--- config.mk ---
export PLATFORM = sky130hd
export DESIGN_NAME = lh_ingress_buf
export DESIGN_NICKNAME = d
export VERILOG_FILES = /design/src/rtl/lh_ingress_buf_pkg.sv /design/src/rtl/lh_ibuf_out_stage.sv /design/src/rtl/lh_ingress_buf.sv
export SDC_FILE = /design/constraint.sdc
export NUM_CORES = 2
export LEC_CHECK = 0
export ABC_AREA = 1
export CORE_MARGIN = 4
export CORE_UTILIZATION = 25
export CTS_CLUSTER_SIZE = 8
export DETAILED_ROUTE_END_ITERATION = 8
export SYNTH_ARGS = -nofsm -noshare
export SYNTH_HDL_FRONTEND = slang
export SYNTH_SLANG_ARGS = --single-unit
--- constraint.sdc ---
create_clock -name clk -period 4.79 [get_ports clk]
set_input_delay 0.7185 -clock clk [delete_from_list [all_inputs] [get_ports clk]]
set_output_delay 0.7185 -clock clk [all_outputs]
set_load 0.05 [all_outputs]
--- src/rtl/lh_ingress_buf_pkg.sv ---
// Shared types and default sizes for the lh ingress packet-commit buffer.
package lh_ingress_buf_pkg;

  localparam int DATA_NBITS               = 32;
  localparam int LH_IBUF_DEPTH_NBITS      = 6;
  localparam int LH_IBUF_META_DEPTH_NBITS = 4;
  localparam int LH_IBUF_CNT_NBITS        = 16;

  typedef struct packed {
    logic [3:0]  port;
    logic [11:0] tag;
    logic        discard;
  } irl_lh_meta_type;

  typedef enum logic [1:0] {IDLE, ACCEPT, DROP} lh_ibuf_state_e;

endpackage

--- src/rtl/lh_ibuf_out_stage.sv ---
// Valid/ready output stage: the upstream registered RAM read acts as the output
// register, and a single hold register catches it when downstream stalls.
module lh_ibuf_out_stage #(
  parameter int WIDTH = 8
) (
  input  logic             clk,
  input  logic             srst,
  input  logic             in_valid,
  input  logic [WIDTH-1:0] in_data,
  output logic             in_ready,
  output logic             out_valid,
  output logic [WIDTH-1:0] out_data,
  input  logic             out_ready
);

  logic             hold_valid_reg;
  logic [WIDTH-1:0] hold_data_reg;

  // The input slot is released when it is consumed or parked in the hold register.
  assign in_ready  = !hold_valid_reg || out_ready;
  assign out_valid = hold_valid_reg || in_valid;
  assign out_data  = hold_valid_reg ? hold_data_reg : (in_valid ? in_data : '0);

  always_ff @(posedge clk) begin
    if (srst) begin
      hold_valid_reg <= 1'b0;
      hold_data_reg  <= '0;
    end else if (hold_valid_reg) begin
      if (out_ready) begin
        hold_valid_reg <= in_valid;
        hold_data_reg  <= in_data;
      end
    end else if (in_valid && !out_ready) begin
      hold_valid_reg <= 1'b1;
      hold_data_reg  <= in_data;
    end
  end

endmodule

--- src/rtl/lh_ingress_buf.sv ---
// Packet-commit ingress buffer: beats are written tentatively and only become
// readable once the eop beat commits; discarded/malformed/overflowing packets are dropped whole.
module lh_ingress_buf
  import lh_ingress_buf_pkg::*;
#(
  parameter int DEPTH_NBITS      = LH_IBUF_DEPTH_NBITS,
  parameter int META_DEPTH_NBITS = LH_IBUF_META_DEPTH_NBITS,
  parameter int CNT_NBITS        = LH_IBUF_CNT_NBITS
) (
  input  logic                  clk,
  input  logic                  srst,
  input  logic                  irl_lh_valid,
  input  logic [DATA_NBITS-1:0] irl_lh_hdr_data,
  input  irl_lh_meta_type       irl_lh_meta_data,
  input  logic                  irl_lh_sop,
  input  logic                  irl_lh_eop,
  output logic                  lh_valid,
  input  logic                  lh_ready,
  output logic [DATA_NBITS-1:0] lh_hdr_data,
  output irl_lh_meta_type       lh_meta_data,
  output logic                  lh_sop,
  output logic                  lh_eop,
  output logic [CNT_NBITS-1:0]  drop_discard_cnt,
  output logic [CNT_NBITS-1:0]  drop_ovf_cnt,
  output logic [CNT_NBITS-1:0]  err_cnt
);

  localparam int PW   = DEPTH_NBITS + 1;
  localparam int MPW  = META_DEPTH_NBITS + 1;
  localparam int WORD = DATA_NBITS + 2;
  localparam logic [PW-1:0]        PTR_ONE   = {{(PW-1){1'b0}}, 1'b1};
  localparam logic [PW-1:0]        DATA_CAP  = {1'b1, {DEPTH_NBITS{1'b0}}};
  localparam logic [MPW-1:0]       MPTR_ONE  = {{(MPW-1){1'b0}}, 1'b1};
  localparam logic [MPW-1:0]       META_CAP  = {1'b1, {META_DEPTH_NBITS{1'b0}}};
  localparam logic [CNT_NBITS-1:0] CNT_ONE   = {{(CNT_NBITS-1){1'b0}}, 1'b1};

  lh_ibuf_state_e  state_reg, state_next;
  logic [PW-1:0]   wptr_tent_reg, wptr_tent_next, wptr_com_reg, wptr_com_next, rptr_reg;
  logic [MPW-1:0]  meta_wptr_reg, meta_rptr_reg;
  irl_lh_meta_type meta_stage_reg, meta_stage_next, meta_push_data;
  logic            wr_en, meta_push, discard_inc, ovf_inc, err_inc;
  logic [DEPTH_NBITS-1:0] wr_addr;

  logic [WORD-1:0] mem [2**DEPTH_NBITS];
  logic [WORD-1:0] mem_rd_reg;
  irl_lh_meta_type meta_mem [2**META_DEPTH_NBITS];
  logic            rd_valid_reg, rd_issue, stage_in_ready;
  logic [WORD-1:0] stage_out_data;

  wire meta_full = (meta_wptr_reg - meta_rptr_reg) == META_CAP;
  wire com_full  = (wptr_com_reg - rptr_reg) == DATA_CAP;
  wire tent_full = (wptr_tent_reg - rptr_reg) == DATA_CAP;

  always_comb begin
    state_next      = state_reg;
    wptr_tent_next  = wptr_tent_reg;
    wptr_com_next   = wptr_com_reg;
    meta_stage_next = meta_stage_reg;
    meta_push_data  = meta_stage_reg;
    wr_en           = 1'b0;
    wr_addr         = wptr_tent_reg[DEPTH_NBITS-1:0];
    meta_push       = 1'b0;
    discard_inc     = 1'b0;
    ovf_inc         = 1'b0;
    err_inc         = 1'b0;
    if (irl_lh_valid && irl_lh_sop) begin
      // A sop always restarts from the committed pointer, abandoning any partial packet.
      err_inc        = (state_reg != IDLE);
      wptr_tent_next = wptr_com_reg;
      if (irl_lh_meta_data.discard) begin
        discard_inc = 1'b1;
        state_next  = irl_lh_eop ? IDLE : DROP;
      end else if (meta_full || com_full) begin
        ovf_inc    = 1'b1;
        state_next = irl_lh_eop ? IDLE : DROP;
      end else begin
        wr_en           = 1'b1;
        wr_addr         = wptr_com_reg[DEPTH_NBITS-1:0];
        wptr_tent_next  = wptr_com_reg + PTR_ONE;
        meta_stage_next = irl_lh_meta_data;
        meta_push_data  = irl_lh_meta_data;
        if (irl_lh_eop) begin
          wptr_com_next = wptr_com_reg + PTR_ONE;
          meta_push     = 1'b1;
          state_next    = IDLE;
        end else begin
          state_next = ACCEPT;
        end
      end
    end else if (irl_lh_valid) begin
      case (state_reg)
        IDLE: err_inc = 1'b1;
        ACCEPT: begin
          if (tent_full) begin
            wptr_tent_next = wptr_com_reg;
            ovf_inc        = 1'b1;
            state_next     = irl_lh_eop ? IDLE : DROP;
          end else begin
            wr_en          = 1'b1;
            wptr_tent_next = wptr_tent_reg + PTR_ONE;
            if (irl_lh_eop) begin
              wptr_com_next = wptr_tent_reg + PTR_ONE;
              meta_push     = 1'b1;
              state_next    = IDLE;
            end
          end
        end
        DROP:    if (irl_lh_eop) state_next = IDLE;
        default: state_next = IDLE;
      endcase
    end
  end

  always_ff @(posedge clk) begin
    if (srst) begin
      state_reg        <= IDLE;
      wptr_tent_reg    <= '0;
      wptr_com_reg     <= '0;
      rptr_reg         <= '0;
      meta_wptr_reg    <= '0;
      meta_rptr_reg    <= '0;
      meta_stage_reg   <= '0;
      rd_valid_reg     <= 1'b0;
      drop_discard_cnt <= '0;
      drop_ovf_cnt     <= '0;
      err_cnt          <= '0;
    end else begin
      state_reg      <= state_next;
      wptr_tent_reg  <= wptr_tent_next;
      wptr_com_reg   <= wptr_com_next;
      meta_stage_reg <= meta_stage_next;
      rd_valid_reg   <= rd_issue || (rd_valid_reg && !stage_in_ready);
      if (rd_issue) rptr_reg <= rptr_reg + PTR_ONE;
      if (meta_push) meta_wptr_reg <= meta_wptr_reg + MPTR_ONE;
      if (lh_valid && lh_ready && lh_eop) meta_rptr_reg <= meta_rptr_reg + MPTR_ONE;
      if (discard_inc && drop_discard_cnt != '1) drop_discard_cnt <= drop_discard_cnt + CNT_ONE;
      if (ovf_inc && drop_ovf_cnt != '1) drop_ovf_cnt <= drop_ovf_cnt + CNT_ONE;
      if (err_inc && err_cnt != '1) err_cnt <= err_cnt + CNT_ONE;
    end
  end

  always_ff @(posedge clk) begin
    if (wr_en) mem[wr_addr] <= {irl_lh_sop, irl_lh_eop, irl_lh_hdr_data};
    if (rd_issue) mem_rd_reg <= mem[rptr_reg[DEPTH_NBITS-1:0]];
    if (meta_push) meta_mem[meta_wptr_reg[META_DEPTH_NBITS-1:0]] <= meta_push_data;
  end

  // Only committed entries are read, so a read never races the write of the same slot.
  assign rd_issue = (rptr_reg != wptr_com_reg) && (!rd_valid_reg || stage_in_ready);

  lh_ibuf_out_stage #(.WIDTH(WORD)) u_out_stage (
    .clk       (clk),
    .srst      (srst),
    .in_valid  (rd_valid_reg),
    .in_data   (mem_rd_reg),
    .in_ready  (stage_in_ready),
    .out_valid (lh_valid),
    .out_data  (stage_out_data),
    .out_ready (lh_ready)
  );

  assign {lh_sop, lh_eop, lh_hdr_data} = stage_out_data;
  assign lh_meta_data = lh_valid ? meta_mem[meta_rptr_reg[META_DEPTH_NBITS-1:0]] : '0;

endmodule

Word level (Yosys, flattened, before mapping) --
Memories as Yosys holds them, arrays and structs flattened. A register that Yosys moved wholly into a read port is not among the register bits. Cells that the tools add are included.
Operators by class: add/subtract/negate cells 11, eq/ne operators 16, mux-type cells 68, reduce and logical (&&, ||, !) cells 27
Operators by type and width (count):
- 2-to-1 mux 34 bit | 5
- 2-to-1 mux 7 bit | 14
- 2-to-1 mux 17 bit | 4
- adder 16 x 1 -> 16 bit (second input constant) | 3
- != test 16 bit (second input constant) | 3
- 2-to-1 mux 1 bit | 32
- adder 7 x 1 -> 7 bit (second input constant) | 3
- 2-to-1 mux 6 bit | 3
- == test 7 bit (second input constant) | 2
- 2-to-1 mux 2 bit | 7
- subtractor 7 bit | 2
- != test 2 bit (second input constant) | 6
- adder 5 x 1 -> 5 bit (second input constant) | 2
- logical AND 1 bit | 9
- 2-to-1 mux 4 bit | 2
- nonzero test 2 bit | 4
- != test 7 bit | 1
- AND reduction 7 bit | 1
- case mux 2 bit (3 select lines) | 1
- AND reduction 2 bit | 3
- == test 5 bit (second input constant) | 1
- logical OR 1 bit | 5
- subtractor 5 bit | 1
- logical NOT 1 bit | 4
- 4 further kinds | 4
Storage, ports and cells: flip-flop bits (word level) 134, RAM bits 2448, output and inout port bits 100, logic and storage cells 139, memories 2
Memories:
- mem | depth 64, bits a word 34, rd ports 1, clocked after Yosys merged registers in 1, wr ports 1, RTL line lh_ingress_buf.sv:44 | logic [WORD-1:0] mem [2**DEPTH_NBITS];
- meta_mem | depth 16, bits a word 17, rd ports 1, clocked after Yosys merged registers in 1, wr ports 1, RTL line lh_ingress_buf.sv:46 | irl_lh_meta_type meta_mem [2**META_DEPTH_NBITS];

Longest topological paths before layout --
word-level depth 8, depth in mapped cells 21, mapped depth without buffers 19

Cells and area by module --
From an unflattened synthesis, not the netlist that was laid out.
Second synthesis, totals: cell total of the unflattened synthesis 8080, area, all modules 103623.1 µm²
Modules (own cells, without submodules):
- lh_ingress_buf | times used 1, cells each 7772, area an instance 101721.3 µm², sequential area each 76593.5 µm²
- lh_ibuf_out_stage | times used 1, cells each 308, area an instance 1901.8 µm², sequential area each 700.7 µm²

Worst setup path before layout --
OpenSTA, ideal clock, no wires.
path type flip-flop to flip-flop, start register rptr_reg[2], end memory mem[1][0] in the netlist's numbering, enable pin, setup time 0.425 ns, arrival 3.930 ns, path slack 0.435 ns, stages on the path, launching flop included 17, buffers on the path 4, period minus slack after synthesis 4.355 ns, cell sequence dfxtp_1 clkbuf_1 inv_1 clkbuf_1 clkbuf_1 ha_1 nand3b_1 nand2_1 nand3_1 nor2_1 nand3_2 nand3_4 buf_8 nand2_1 o21ai_2 nand3_2 nor2_1
On the way: longest elaborated chain between the ends 8
RTL lines:
- start: declaration | RTL line lh_ingress_buf.sv:38 | logic [PW-1:0] wptr_tent_reg, wptr_tent_next, wptr_com_reg, wptr_com_next, rptr_reg;
- start signal: assignment | RTL line lh_ingress_buf.sv:133 | if (rd_issue) rptr_reg <= rptr_reg + PTR_ONE;
- subtractor 7 bit, on equally long branches | RTL line lh_ingress_buf.sv:52, lh_ingress_buf.sv:51
- == test 7 bit, on equally long branches | RTL line lh_ingress_buf.sv:52, lh_ingress_buf.sv:51
- 2-to-1 mux 1 bit or logical OR 1 bit (tied branches) | RTL line lh_ingress_buf.sv:94, lh_ingress_buf.sv:73
- 2-to-1 mux 1 bit, on equally long branches | RTL line lh_ingress_buf.sv:91, lh_ingress_buf.sv:73
- 2-to-1 mux 1 bit, on equally long branches | RTL line lh_ingress_buf.sv:90, lh_ingress_buf.sv:70
- 2-to-1 mux 1 bit | RTL line lh_ingress_buf.sv:66 | if (irl_lh_valid && irl_lh_sop) begin
- 2-to-1 mux 1 bit | RTL line lh_ingress_buf.sv:143 | if (wr_en) mem[wr_addr] <= {irl_lh_sop, irl_lh_eop, irl_lh_hdr_data};
- 2-to-1 mux 1 bit (not written as such) | RTL line lh_ingress_buf.sv:143
- end: declaration | RTL line lh_ingress_buf.sv:44
Several ways; a longest one is shown, not always the timed one.

==> impl_metrics.yaml <==
die:
  rows: 235
  design.core.area_sq_um: 411000
  ioPinCount: 155
  initial_core_util_pct: 25.2
  die_w_um: 651
  die_area_sq_um: 424000
  die_h_um: 651
yosys:
  avgSynthCellArea_sq_um: 12.9
  synth_flop_cell: "edfxtp_1"
  synth_edf_count: 2482
  yosysWarnings: 0
  synth_fp_nets: 8070
  ys_seq_area_share_pct: 74.8
  ys_ff_latch: 2620
  synth_cells: 7985
  synth.distinct_cells: 50
  synth_top_area_share_pct: 72.1
  syn_area_sq_um: 103000
  yosys-top-cells-area: "edfxtp_1 (72%), o21ai_0 (6.5%), nor2_1 (5.0%)"
  synth_area_leader_cell: "edfxtp_1"
  async_flop_share_pct: 0
placed_design:
  io_buffers: 154
  place_congestion: 0.839
  dp_cells: 13300
  dpl.hpwl_mm: 174
  place_ws_ns: 0.542
clock_network:
  ctsRootBufferMaster: "clkbuf_16"
  cts_tree: "yes"
  htree_levels: 5
  cts.sinks: 2620
  cts_buffers: 370
  clock_latency_ns: 0.88
  cts_resized: 0
  clk_pin_slew_ns: 0.05
  clk_path_buf_depth: 4
power:
  leakagePower_nw: 38.2
  ir_drop_uv: 555
  power.density_nw_per_um2: 519
run_status:
  status: "finished clean"
layout:
  finalNonFillerCells: 13700
  nets: 8269
  regMostFlops: "mem"
  area_delta_synth_final_pct: 18.4
  drive_above_1_share_pct: 9.73
  largest_reg_flops: 2176
sta:
  fin_setup_tns_ns: 0
  max_freq_ghz: 0.220
  drv_slew: 0
  min_period_ns: 4.55
  period_share_pct: 95.0
  setup_viol: 0
  skew_ns: 0.0672
  whs_ns: 0.304
  worst_pin_slew_ns: 1.14
  slew-limit-headroom_pct: 23.8
  hold_viol_final: 0
  rsz0062_at_grt: "false"
  fin_ws_ns: 0.237
global_route:
  first_global_vias: 63500
  overflow: 0
  grt_start_max_net_pins: 197
  grt_first_pass_wirelength_mm: 439
  grt_use_total_pct: 13.7
  antenna_found_initial: 33
critical_path:
  cp-start-kind: "flip-flop"
  critPathArrivalTime_ns: 3.83
  worstPathRequired_ns: 4.07
  critPathMaxFanout: 26
  endpoint_kind: "output port"
  critPathKind: "flip-flop to output port"
detailed_routing:
  drtPass1Iterations: 6
  drc: 0
  wl_per_cell_um: 22.1
  via_count: 67200
  wl_mm: 304
  drtAntennaViolNets: 0
  via_per_inst: 4.89
  drt_iter0_markers: 7535
job:
  maxCapViolCount: 0
worst_hold_path:
  hp-class: "input pin to flip-flop"
[cells by family (layout without fill, tap and decap cells)]
| group | count (synthesis) | in the layout | synth area share, % |
|---|---|---|---|
| compound gates | 2301 | 2301 | 12.8 |
| xor+xnor | 34 | 34 | 0.288 |
| fa+ha+maj | 30 | 30 | 0.363 |
| buf+inv | 713 | 1012 | 2.82 |
| flops | 2620 | 2620 | 74.8 |
| other cells | 0 | 4 | 0 |
| simple gates | 2287 | 2287 | 8.94 |
[report_power, final]
group / leakage, nW / total, mW / switching, mW / internal, mW
combinational: 9.83 / 14.3 / 10.6 / 3.71
clock: 4.85 / 23.2 / 9.30 / 13.9
sequential: 23.6 / 26.0 / 0.395 / 25.6
total: 38.2 / 63.5 / 20.3 / 43.2
[final cells by class]
class | count | area, sq um
clock inverters | 23 | 385
inverters | 165 | 657
repair buffers | 375 | 3880
diodes | 4 | 10.0
clock buffers | 449 | 9600
fillers | 40800 | 288000
well taps | 5451 | 6820
flip-flops and latches | 2620 | 77300
multi-input cells | 4652 | 23700
[layer usage]
layer  up-vias  track usage [%]  share of wire [%]
met5         -                0              0.056
met4        28             5.21                4.0
met3       553             2.59                8.3
met2      2921             22.2                 47
met1     33600             18.0                 41
li1      30100                -                  -
[path summary, 6_finish.rpt]
| path | slack (ns) | to | depth (start not counted) | from |
|---|---|---|---|---|
| setup / recovery | 0.24 | lh_meta_data[6] | 7 | flip-flop |
| hold / removal | 0.30 | mem[0][1] | 1 | irl_lh_hdr_data[1] |
| setup reg to reg | 0.72 | mem[19][21] | 17 | rptr_reg[3] |
| hold reg to reg | 0.45 | meta_stage_reg[0] | 2 | meta_stage_reg[0] |
[cells in the mapped netlist (all sizes together), types with 4 or more instances]
cell	count
clkbuf	403
nor2	1373
o21ai	1361
o221ai	252
nand3	301
o22ai	360
edfxtp	2482
nand3b	4
buf	145
a211oi	6
nor3	29
a21oi	215
a31oi	6
ha	30
a22oi	6
inv	156
o211ai	84
nand2	549
dfxtp	138
o211a	5
xor2	26
clkinv	9
xnor2	8
nand4	23
[per-stage QoR]
| step | instance area [sq um] | utilization (%) | total power, mW |
|---|---|---|---|
| floorplan | 103000 | - | 34.9 |
| global placement | 112000 | 27.3 | 40.7 |
| detailed placement | 112000 | 27.3 | 40.7 |
| CTS | 122000 | 29.8 | 63.9 |
| global route | 122000 | 29.8 | 66.0 |
| finish | 122000 | 29.8 | 63.5 |
[cells in the final DEF, fill, tap and decap left out, types with 143 or more instances in the layout]
cell | synthesis | final
nand2_1 | 525 | 525
clkbuf_16 | 0 | 372
edfxtp_1 | 2482 | 2482
o22ai_1 | 360 | 360
nand3_1 | 296 | 296
o221ai_1 | 252 | 252
nor2_1 | 1364 | 1288
o21ai_0 | 1337 | 1337
buf_4 | 12 | 167
inv_1 | 147 | 143
a21oi_1 | 207 | 207
[timing repair]
action                                  4_1_cts  5_1_grt
endpoints found under the setup margin        0        1
hold buffers                                  0        0
setup buffers                                 0        1
[critical path, cell delays in order (launching register included)]
cell and delay [ns]:
dfxtp_2 0.31, inv_1 0.65, buf_4 0.38, o21ai_0 0.12
o22ai_1 0.13, o211ai_1 0.10, a21oi_1 0.37, clkdlybuf4s50_1 0.89
Power figures use the tool's default switching activity.
